<file path="src/rtl/neural_pkg.sv">
// Shared definitions for the neural processor datapath: operand width, word type, opcodes.
package neural_pkg;

  localparam int DATA_W = 16;

  typedef logic [DATA_W-1:0] word_t;

  localparam logic [1:0] INSTR_I = 2'b00;
  localparam logic [1:0] INSTR_M = 2'b01;
  localparam logic [1:0] INSTR_A = 2'b10;
  localparam logic [1:0] INSTR_F = 2'b11;

endpackage

</file>
<file path="src/rtl/fifo_mem.sv">
// DEPTH x DATA_W storage: one synchronous write port, one asynchronous read port.
// Contents are intentionally not reset; the owner tracks which entries are valid.
module fifo_mem #(
  parameter int DATA_W = neural_pkg::DATA_W,
  parameter int DEPTH  = 16,
  localparam int ADDR_W = $clog2(DEPTH)
) (
  input  logic              clk,
  input  logic              wr_en_i,
  input  logic [ADDR_W-1:0] wr_addr_i,
  input  logic [DATA_W-1:0] wr_data_i,
  input  logic [ADDR_W-1:0] rd_addr_i,
  output logic [DATA_W-1:0] rd_data_o
);

  logic [DATA_W-1:0] mem_q [DEPTH];

  always_ff @(posedge clk) begin
    if (wr_en_i) begin
      mem_q[wr_addr_i] <= wr_data_i;
    end
  end

  assign rd_data_o = mem_q[rd_addr_i];

endmodule

</file>
<file path="src/rtl/input_fifo.sv">
// First-word-fall-through operand FIFO for the MAC path; flags derive from registered pointers only.
// Optional sticky overflow/underflow flags are built when INPUT_FIFO_ERR_EN is defined.
module input_fifo #(
  parameter int DATA_W       = neural_pkg::DATA_W,
  parameter int DEPTH        = 16,
  parameter int AFULL_THRESH = 14,
  localparam int ADDR_W      = $clog2(DEPTH)
) (
  input  logic              clk,
  input  logic              rst,
  input  logic              input_en,
  input  logic [DATA_W-1:0] input_d,
  input  logic              input_de,
  output logic [DATA_W-1:0] input_q,
  output logic              input_fifo_empty,
  output logic              input_fifo_full,
  output logic              input_fifo_afull,
  output logic [ADDR_W:0]   input_fifo_count
`ifdef INPUT_FIFO_ERR_EN
  ,
  input  logic              err_clr,
  output logic              input_fifo_ovf,
  output logic              input_fifo_udf
`endif
);

  localparam logic [ADDR_W:0] PTR_ONE = (ADDR_W+1)'(1);
  localparam logic [ADDR_W:0] AFULL_C = (ADDR_W+1)'(AFULL_THRESH);

  logic [ADDR_W:0]   wr_ptr_q, wr_ptr_d;
  logic [ADDR_W:0]   rd_ptr_q, rd_ptr_d;
  logic              push_acc, pop_acc;
  logic              empty, full;
  logic [DATA_W-1:0] head_dat;

  // Pointer difference mod 2^(ADDR_W+1) is the occupancy, thanks to the wrap bit.
  assign input_fifo_count = wr_ptr_q - rd_ptr_q;
  assign empty            = (wr_ptr_q == rd_ptr_q);
  assign full             = (wr_ptr_q[ADDR_W-1:0] == rd_ptr_q[ADDR_W-1:0]) &&
                            (wr_ptr_q[ADDR_W] != rd_ptr_q[ADDR_W]);

  assign input_fifo_empty = empty;
  assign input_fifo_full  = full;
  assign input_fifo_afull = (input_fifo_count >= AFULL_C);

  // A pop frees the slot a simultaneous push needs when full; no write-through when empty.
  assign pop_acc  = input_de && !empty;
  assign push_acc = input_en && (!full || pop_acc);

  always_comb begin
    wr_ptr_d = wr_ptr_q;
    rd_ptr_d = rd_ptr_q;
    if (push_acc) wr_ptr_d = wr_ptr_q + PTR_ONE;
    if (pop_acc)  rd_ptr_d = rd_ptr_q + PTR_ONE;
  end

  always_ff @(posedge clk) begin
    if (rst) begin
      wr_ptr_q <= '0;
      rd_ptr_q <= '0;
    end else begin
      wr_ptr_q <= wr_ptr_d;
      rd_ptr_q <= rd_ptr_d;
    end
  end

  fifo_mem #(
    .DATA_W (DATA_W),
    .DEPTH  (DEPTH)
  ) u_mem (
    .clk       (clk),
    .wr_en_i   (push_acc && !rst),
    .wr_addr_i (wr_ptr_q[ADDR_W-1:0]),
    .wr_data_i (input_d),
    .rd_addr_i (rd_ptr_q[ADDR_W-1:0]),
    .rd_data_o (head_dat)
  );

  assign input_q = empty ? '0 : head_dat;

`ifdef INPUT_FIFO_ERR_EN
  logic ovf_q, ovf_d;
  logic udf_q, udf_d;

  // A new error event wins over a same-cycle clear.
  always_comb begin
    ovf_d = err_clr ? 1'b0 : ovf_q;
    udf_d = err_clr ? 1'b0 : udf_q;
    if (input_en && !push_acc) ovf_d = 1'b1;
    if (input_de && empty)     udf_d = 1'b1;
  end

  always_ff @(posedge clk) begin
    if (rst) begin
      ovf_q <= 1'b0;
      udf_q <= 1'b0;
    end else begin
      ovf_q <= ovf_d;
      udf_q <= udf_d;
    end
  end

  assign input_fifo_ovf = ovf_q;
  assign input_fifo_udf = udf_q;
`endif

endmodule

</file>
<file path="config.mk">
export PLATFORM = sky130hd
export DESIGN_NAME = input_fifo
export DESIGN_NICKNAME = d
export VERILOG_FILES = /design/src/rtl/neural_pkg.sv /design/src/rtl/fifo_mem.sv /design/src/rtl/input_fifo.sv
export SDC_FILE = /design/constraint.sdc
export NUM_CORES = 1
export LEC_CHECK = 0
export BUFFER_PORTS_ARGS = -buffer_cell sky130_fd_sc_hd__clkbuf_2
export CAP_MARGIN = 20
export CELL_PAD_IN_SITES_DETAIL_PLACEMENT = 1
export CELL_PAD_IN_SITES_GLOBAL_PLACEMENT = 1
export CORE_ASPECT_RATIO = 1.1
export CORE_MARGIN = 2
export CORE_UTILIZATION = 49
export DETAILED_ROUTE_END_ITERATION = 10
export PLACE_DENSITY_LB_ADDON = 0.15
export SLEW_MARGIN = 30
export SYNTH_ARGS = -nofsm -noshare
export SYNTH_HDL_FRONTEND = slang
export SYNTH_SLANG_ARGS = --single-unit
export TNS_END_PERCENT = 5
</file>
<file path="constraint.sdc">
create_clock -name clk -period 2.8 [get_ports clk]
set_input_delay 0.28 -clock clk [delete_from_list [all_inputs] [get_ports clk]]
set_output_delay 0.28 -clock clk [all_outputs]
set_load 0.05 [all_outputs]
</file>
# Word-level counts from Yosys, hierarchy flattened
# Memory sizes are Yosys's and may differ from the RTL's. A register that Yosys moved wholly into a read port is not among the register bits.
# Index checks and enable logic that the tools add are counted.
# word_totals
regBits	10
ram_bits	256
elab_cells	23
mem_count	1
# mem_list
memory	depth	width	rd	rd_ports_with_merged_regs	wr	line	text
u_mem.mem_q	16	16	1	1	1	fifo_mem.sv:16	logic [DATA_W-1:0] mem_q [DEPTH];
# classes
add_sub_neg	3
order_cmp	1
eq_ne	3
n_mux	5
reduce_logical	8
# ops
cell	n
16-bit two-way mux	1
5-bit by 1-bit adder with 5-bit output (second input constant)	2
4-bit two-way mux	2
5-bit == test	1
5-bit by 4-bit >= comparator with 1-bit output (second input constant)	1
5-bit subtractor	1
4-bit == test	1
1-bit logical AND	4
1-bit logical NOT	3
1-bit two-way mux	2
1-bit logical OR	1
1-bit != test	1

# Depth between registers and ports, before layout
# logic_depth
ltp_word	8
depth_mapped	8
ltp_nobuf	8

# By module
# A second synthesis with hierarchy kept.
# unflattened
hier_cells	507
area_unflattened_um2	10508.8
# by_module_without_submodules
module	instances	cells_each	area_per_inst_um2	seq_area_each_um2
fifo_mem	1	416	9723.1	7687.4
input_fifo	1	91	785.8	200.2

# Least setup slack after synthesis
# No wires, ideal clock.
# synth_timing
kind	register to register
from	register wr_ptr_q[0]
to	memory u_mem.mem_q[12][0], enable pin
setup_ps	409
arrival_time_ps	2370
setup_slack_ps	21
path_stages_with_launch	7
n_path_buf	1
period_less_slack_ps	2779
path_cell_list	dfxtp_1 -> inv_1 -> ha_1 -> nand4_2 -> o31ai_2 -> buf_4 -> nor3_1
# synth_via
elab_chain_cells	8
word_cells_on_any_way	11
# synth_rtl
element	line	text
start: declaration	input_fifo.sv:30	logic [ADDR_W:0] wr_ptr_q, wr_ptr_d;
start signal: assignment	input_fifo.sv:62	wr_ptr_q <= wr_ptr_d;
5-bit == test or 4-bit == test (tied branches)	input_fifo.sv:38, input_fifo.sv:39	
1-bit logical NOT or 1-bit logical AND (tied branches)	input_fifo.sv:47, input_fifo.sv:39	
1-bit logical AND or 1-bit logical NOT (tied branches)	input_fifo.sv:47, input_fifo.sv:48	
1-bit logical OR	input_fifo.sv:48	assign push_acc = input_en && (!full || pop_acc);
1-bit logical AND	input_fifo.sv:48	
1-bit logical AND	input_fifo.sv:72	.wr_en_i (push_acc && !rst),
1-bit two-way mux	fifo_mem.sv:19	if (wr_en_i) begin
1-bit two-way mux (not written as such)	fifo_mem.sv:20	mem_q[wr_addr_i] <= wr_data_i;
end: declaration	fifo_mem.sv:16	
# Several ways; a longest one is shown, not always the timed one.

==> impl_metrics.env <==
export IMPL_outcome="complete, no violations"
export IMPL_grt_pass1_wl_mm=37.0
export IMPL_max_freq_ghz=0.364
export IMPL_rows=56
export IMPL_path_cells="buf_12 > mux4_2 > mux2i_4 > nor3_1 > a221o_1 > clkbuf_8"
export IMPL_tns_ns=0
export IMPL_yosys_area_share_simple_pct=3.41
export IMPL_synth_top_family_by_area="multiplexers"
export IMPL_grt_pass1_vias=5925
export IMPL_ys_ff_latch=270
export IMPL_r2r_cells=7
export IMPL_final_net_count=620
export IMPL_boundaryPins=44
export IMPL_r2r_end="u_mem.mem_q[10][6]"
export IMPL_netlist_area_leader_share_pct=71.2
export IMPL_grt_setup_unrepaired="yes"
export IMPL_cts_root_buf="clkbuf_16"
export IMPL_synth_edff_count=256
export IMPL_wl_per_cell_microns=26.7
export IMPL_sw_frac_of_total_pct=25.9
export IMPL_layout_drive_gt1_share_pct=31.6
export IMPL_netlist_area_sq_um=10800
export IMPL_p_leak_nw=4.10
export IMPL_placed_area_sq_um=11500
export IMPL_skew_ns=0.0223
export IMPL_synthToLayoutAreaGrowth_pct=18.1
export IMPL_clk_pin_slew_worst_paths_ns=0.06
export IMPL_clock_latency_ns=0.53
export IMPL_critical_path_top_delay_family="multiplexers"
export IMPL_hpwl_mm=13.6
export IMPL_worst_pin_slew_ns=0.481
export IMPL_synthTopCellsByCount="edfxtp_1 (256), mux4_2 (44), nor2_1 (21)"
export IMPL_async_flop_share_pct=0
export IMPL_synth_area_leader_cell="edfxtp_1"
export IMPL_die_w_microns=146
export IMPL_cts_max_level=1
export IMPL_grtUsageMet1_pct=28.6
export IMPL_cts_tree="yes"
export IMPL_hold_class="in -> reg"
export IMPL_preCtsSetupSlack_ns=0.263
export IMPL_synth_cells=499
export IMPL_ir_worst_vdd_uv=487
export IMPL_crit_buf_inv=2
export IMPL_drc_errors=0
export IMPL_synthTopCellsByArea="edfxtp_1 (71%), mux4_2 (9.2%), mux4_1 (4.9%)"
export IMPL_grt_ovfl_total=0
export IMPL_cts_sinks=270
export IMPL_hold_buffers=0
export IMPL_post_route_util_pct=59.3
export IMPL_power_share_sequential_pct=45.7
export IMPL_start_util_pct=50.2
export IMPL_coreArea_sq_um=21500
export IMPL_cts_buffers=27
export IMPL_die_area_sq_um=23300
export IMPL_maxSlewHeadroom_pct=67.7
export IMPL_synthMuxAreaShare_pct=15.7
export IMPL_vias=5263
export IMPL_fin_hold_ws_ns=0.157
export IMPL_synthAdderAreaFrac_pct=1.23
export IMPL_worst_slack_ns=0.0542
export IMPL_crit_path_max_fanout=17
export IMPL_clkPwrFrac_pct=36.0
export IMPL_layout_cells_non_filler=900
export IMPL_track_usage_pct=21.4
export IMPL_crit_type="reg -> out"
export IMPL_clk_path_buf_depth=3
export IMPL_combPwrFrac_pct=18.3
export IMPL_holdPathEnd="rd_ptr_q[4]"
export IMPL_synth_xor_xnor_area_share_pct=0.869
export IMPL_p_total_mw=9.86
export IMPL_wl_mm=24.1
export IMPL_synth_nets=529
export IMPL_yosysWarningCount=0
export IMPL_worstPathRequired_ns=2.52
export IMPL_period_share_pct=98.1
export IMPL_drv_slew=0
export IMPL_finalSetupViolCount=0
export IMPL_via_per_inst=5.85
export IMPL_avgSynthCellArea_sq_um=21.6
export IMPL_detail_route_antenna_nets=0
export IMPL_max_stage_delay_ns=0.55
export IMPL_die_h_microns=160
export IMPL_synth_most_common_cell="edfxtp_1"
export IMPL_power_per_cell_area_nw_per_um2=773
export IMPL_first_pass_iters=4
export IMPL_stdcell_area_sq_um=12800
export IMPL_synth_compound_area_share_pct=2.40
export IMPL_crit_path_start_kind="flip-flop"
export IMPL_antenna_found_initial=0
export IMPL_fin_crit_ns=2.75
export IMPL_endpoint_kind="output port"
export IMPL_routabilityCongestion=0.786
export IMPL_worstReg2RegStart="wr_ptr_q[1]"
export IMPL_synth_seq_area_share_pct=73.8
export IMPL_initialDrtViolationCount=483
export IMPL_grt_busiest_layer="met2"
export IMPL_rrSetupSlack_ns=0.41
export IMPL_min_from="rst"
export IMPL_fillCellCount=1841
export IMPL_synth_ff_type="edfxtp_1"
export IMPL_hold_depth=2
export IMPL_post_place_cells=841
export IMPL_p_switching_mw=2.55
export IMPL_grtUsageMet3_pct=2.54
export IMPL_arrival_ns=2.47
export IMPL_portBuffers=43
export IMPL_p_int_mw=7.31
export IMPL_use_met2_pct=37.4
export IMPL_antenna_cells=0
export IMPL_hold_viol=0
export IMPL_grt_max_degree=35
export IMPL_slowest_stage="mux4_2"
export IMPL_max_cap_violations=0
export IMPL_yosysUniqueCellTypes=46
==> sequential cells by signal, indices dropped and copies added, names as in the netlist, named ones only <==
| name | count |
|---|---|
| rd_ptr_q | 5 |
| u_mem.mem_q | 256 |
| wr_ptr_q | 5 |
==> logic make-up (layout without fill, tap and decap cells) <==
kind of cell               Yosys count  after routing
AOI/OAI and AO/OA                   31             31
xor gates and xnor gates             9              9
adders and majority gates           10             10
buffers and inverters               30            141
DFF                                270            270
muxes                               82             82
and+or+nand+nor                     67             67
==> how the worst max path moves through the flow <==
stage          slack (ns)   startpoint            endpoint  cells past startpoint
2_1_floorplan        0.02  wr_ptr_q[0]  u_mem.mem_q[12][0]                      6
3_3_place_gp         0.34  rd_ptr_q[2]   u_mem.mem_q[8][8]                      8
3_5_place_dp         0.26  wr_ptr_q[0]   u_mem.mem_q[8][8]                      8
4_1_cts             -0.03    flip-flop          input_q[6]                      6
5_1_grt             -0.01    flip-flop          input_q[6]                      7
6_report             0.05    flip-flop         input_q[11]                      6
==> power by group through the flow <==
stage	clock, mW	combinational (mW)	sequential [mW]
final	3.55	1.81	4.51
after detailed placement	0	1.62	4.59
after global placement	0	1.60	4.58
after floorplan	0	1.23	4.56
after global routing	3.77	1.91	4.51
after CTS	3.62	1.78	4.50
==> routing by layer <==
metal / up-vias / wire (microns) / part of all wire, %
li1: 2286 / - / -
met1: 2802 / 10200 / 42
met2: 140 / 12400 / 51
met3: 35 / 907 / 3.8
met4: 0 / 592 / 2.5
met5: - / 0 / 0
==> layout by cell type, fill, tap and decap left out, types with 3 or more instances in the layout <==
cell type | netlist | layout
nor3_1 | 20 | 16
nand2b_1 | 4 | 4
ha_4 | 0 | 4
dfxtp_1 | 14 | 7
ha_1 | 9 | 5
edfxtp_1 | 256 | 256
nand3_1 | 3 | 3
clkbuf_16 | 0 | 27
inv_1 | 7 | 6
nand2_1 | 3 | 3
clkbuf_2 | 0 | 28
xnor2_1 | 4 | 4
nor3_2 | 0 | 4
mux4_1 | 20 | 20
nor2_1 | 21 | 19
mux2i_1 | 18 | 16
or3_1 | 4 | 4
bufinv_16 | 0 | 3
a21oi_1 | 4 | 4
clkinv_2 | 0 | 3
clkinv_1 | 0 | 3
o21ai_0 | 4 | 4
clkbuf_1 | 1 | 9
buf_4 | 3 | 27
mux4_2 | 44 | 44
clkbuf_4 | 2 | 3
buf_6 | 3 | 3
dfxtp_2 | 0 | 4
buf_12 | 3 | 15
dfxtp_4 | 0 | 3
clkbuf_8 | 5 | 6
xor2_1 | 3 | 3
a221o_1 | 16 | 16
==> final cells by class <==
cell class,instances,area (sq um),area share [%]
clock buffers,38,737,5.78
well taps,290,363,2.84
inverters,7,28.8,0.226
flip-flops and latches,270,7980,62.6
clock inverters,11,133,1.04
multi-input cells,199,2650,20.8
repair buffers,85,862,6.76
==> repair_timing <==
item / CTS / global route
buffers inserted: 4 / 5
pin swaps: 7 / 2
setup endpoints to repair: 18 / 18
gates cloned: 2 / 0
hold endpoints to repair: 0 / 0
resized for setup: 35 / 17
Note: power is estimated with default switching activity, not from simulation.
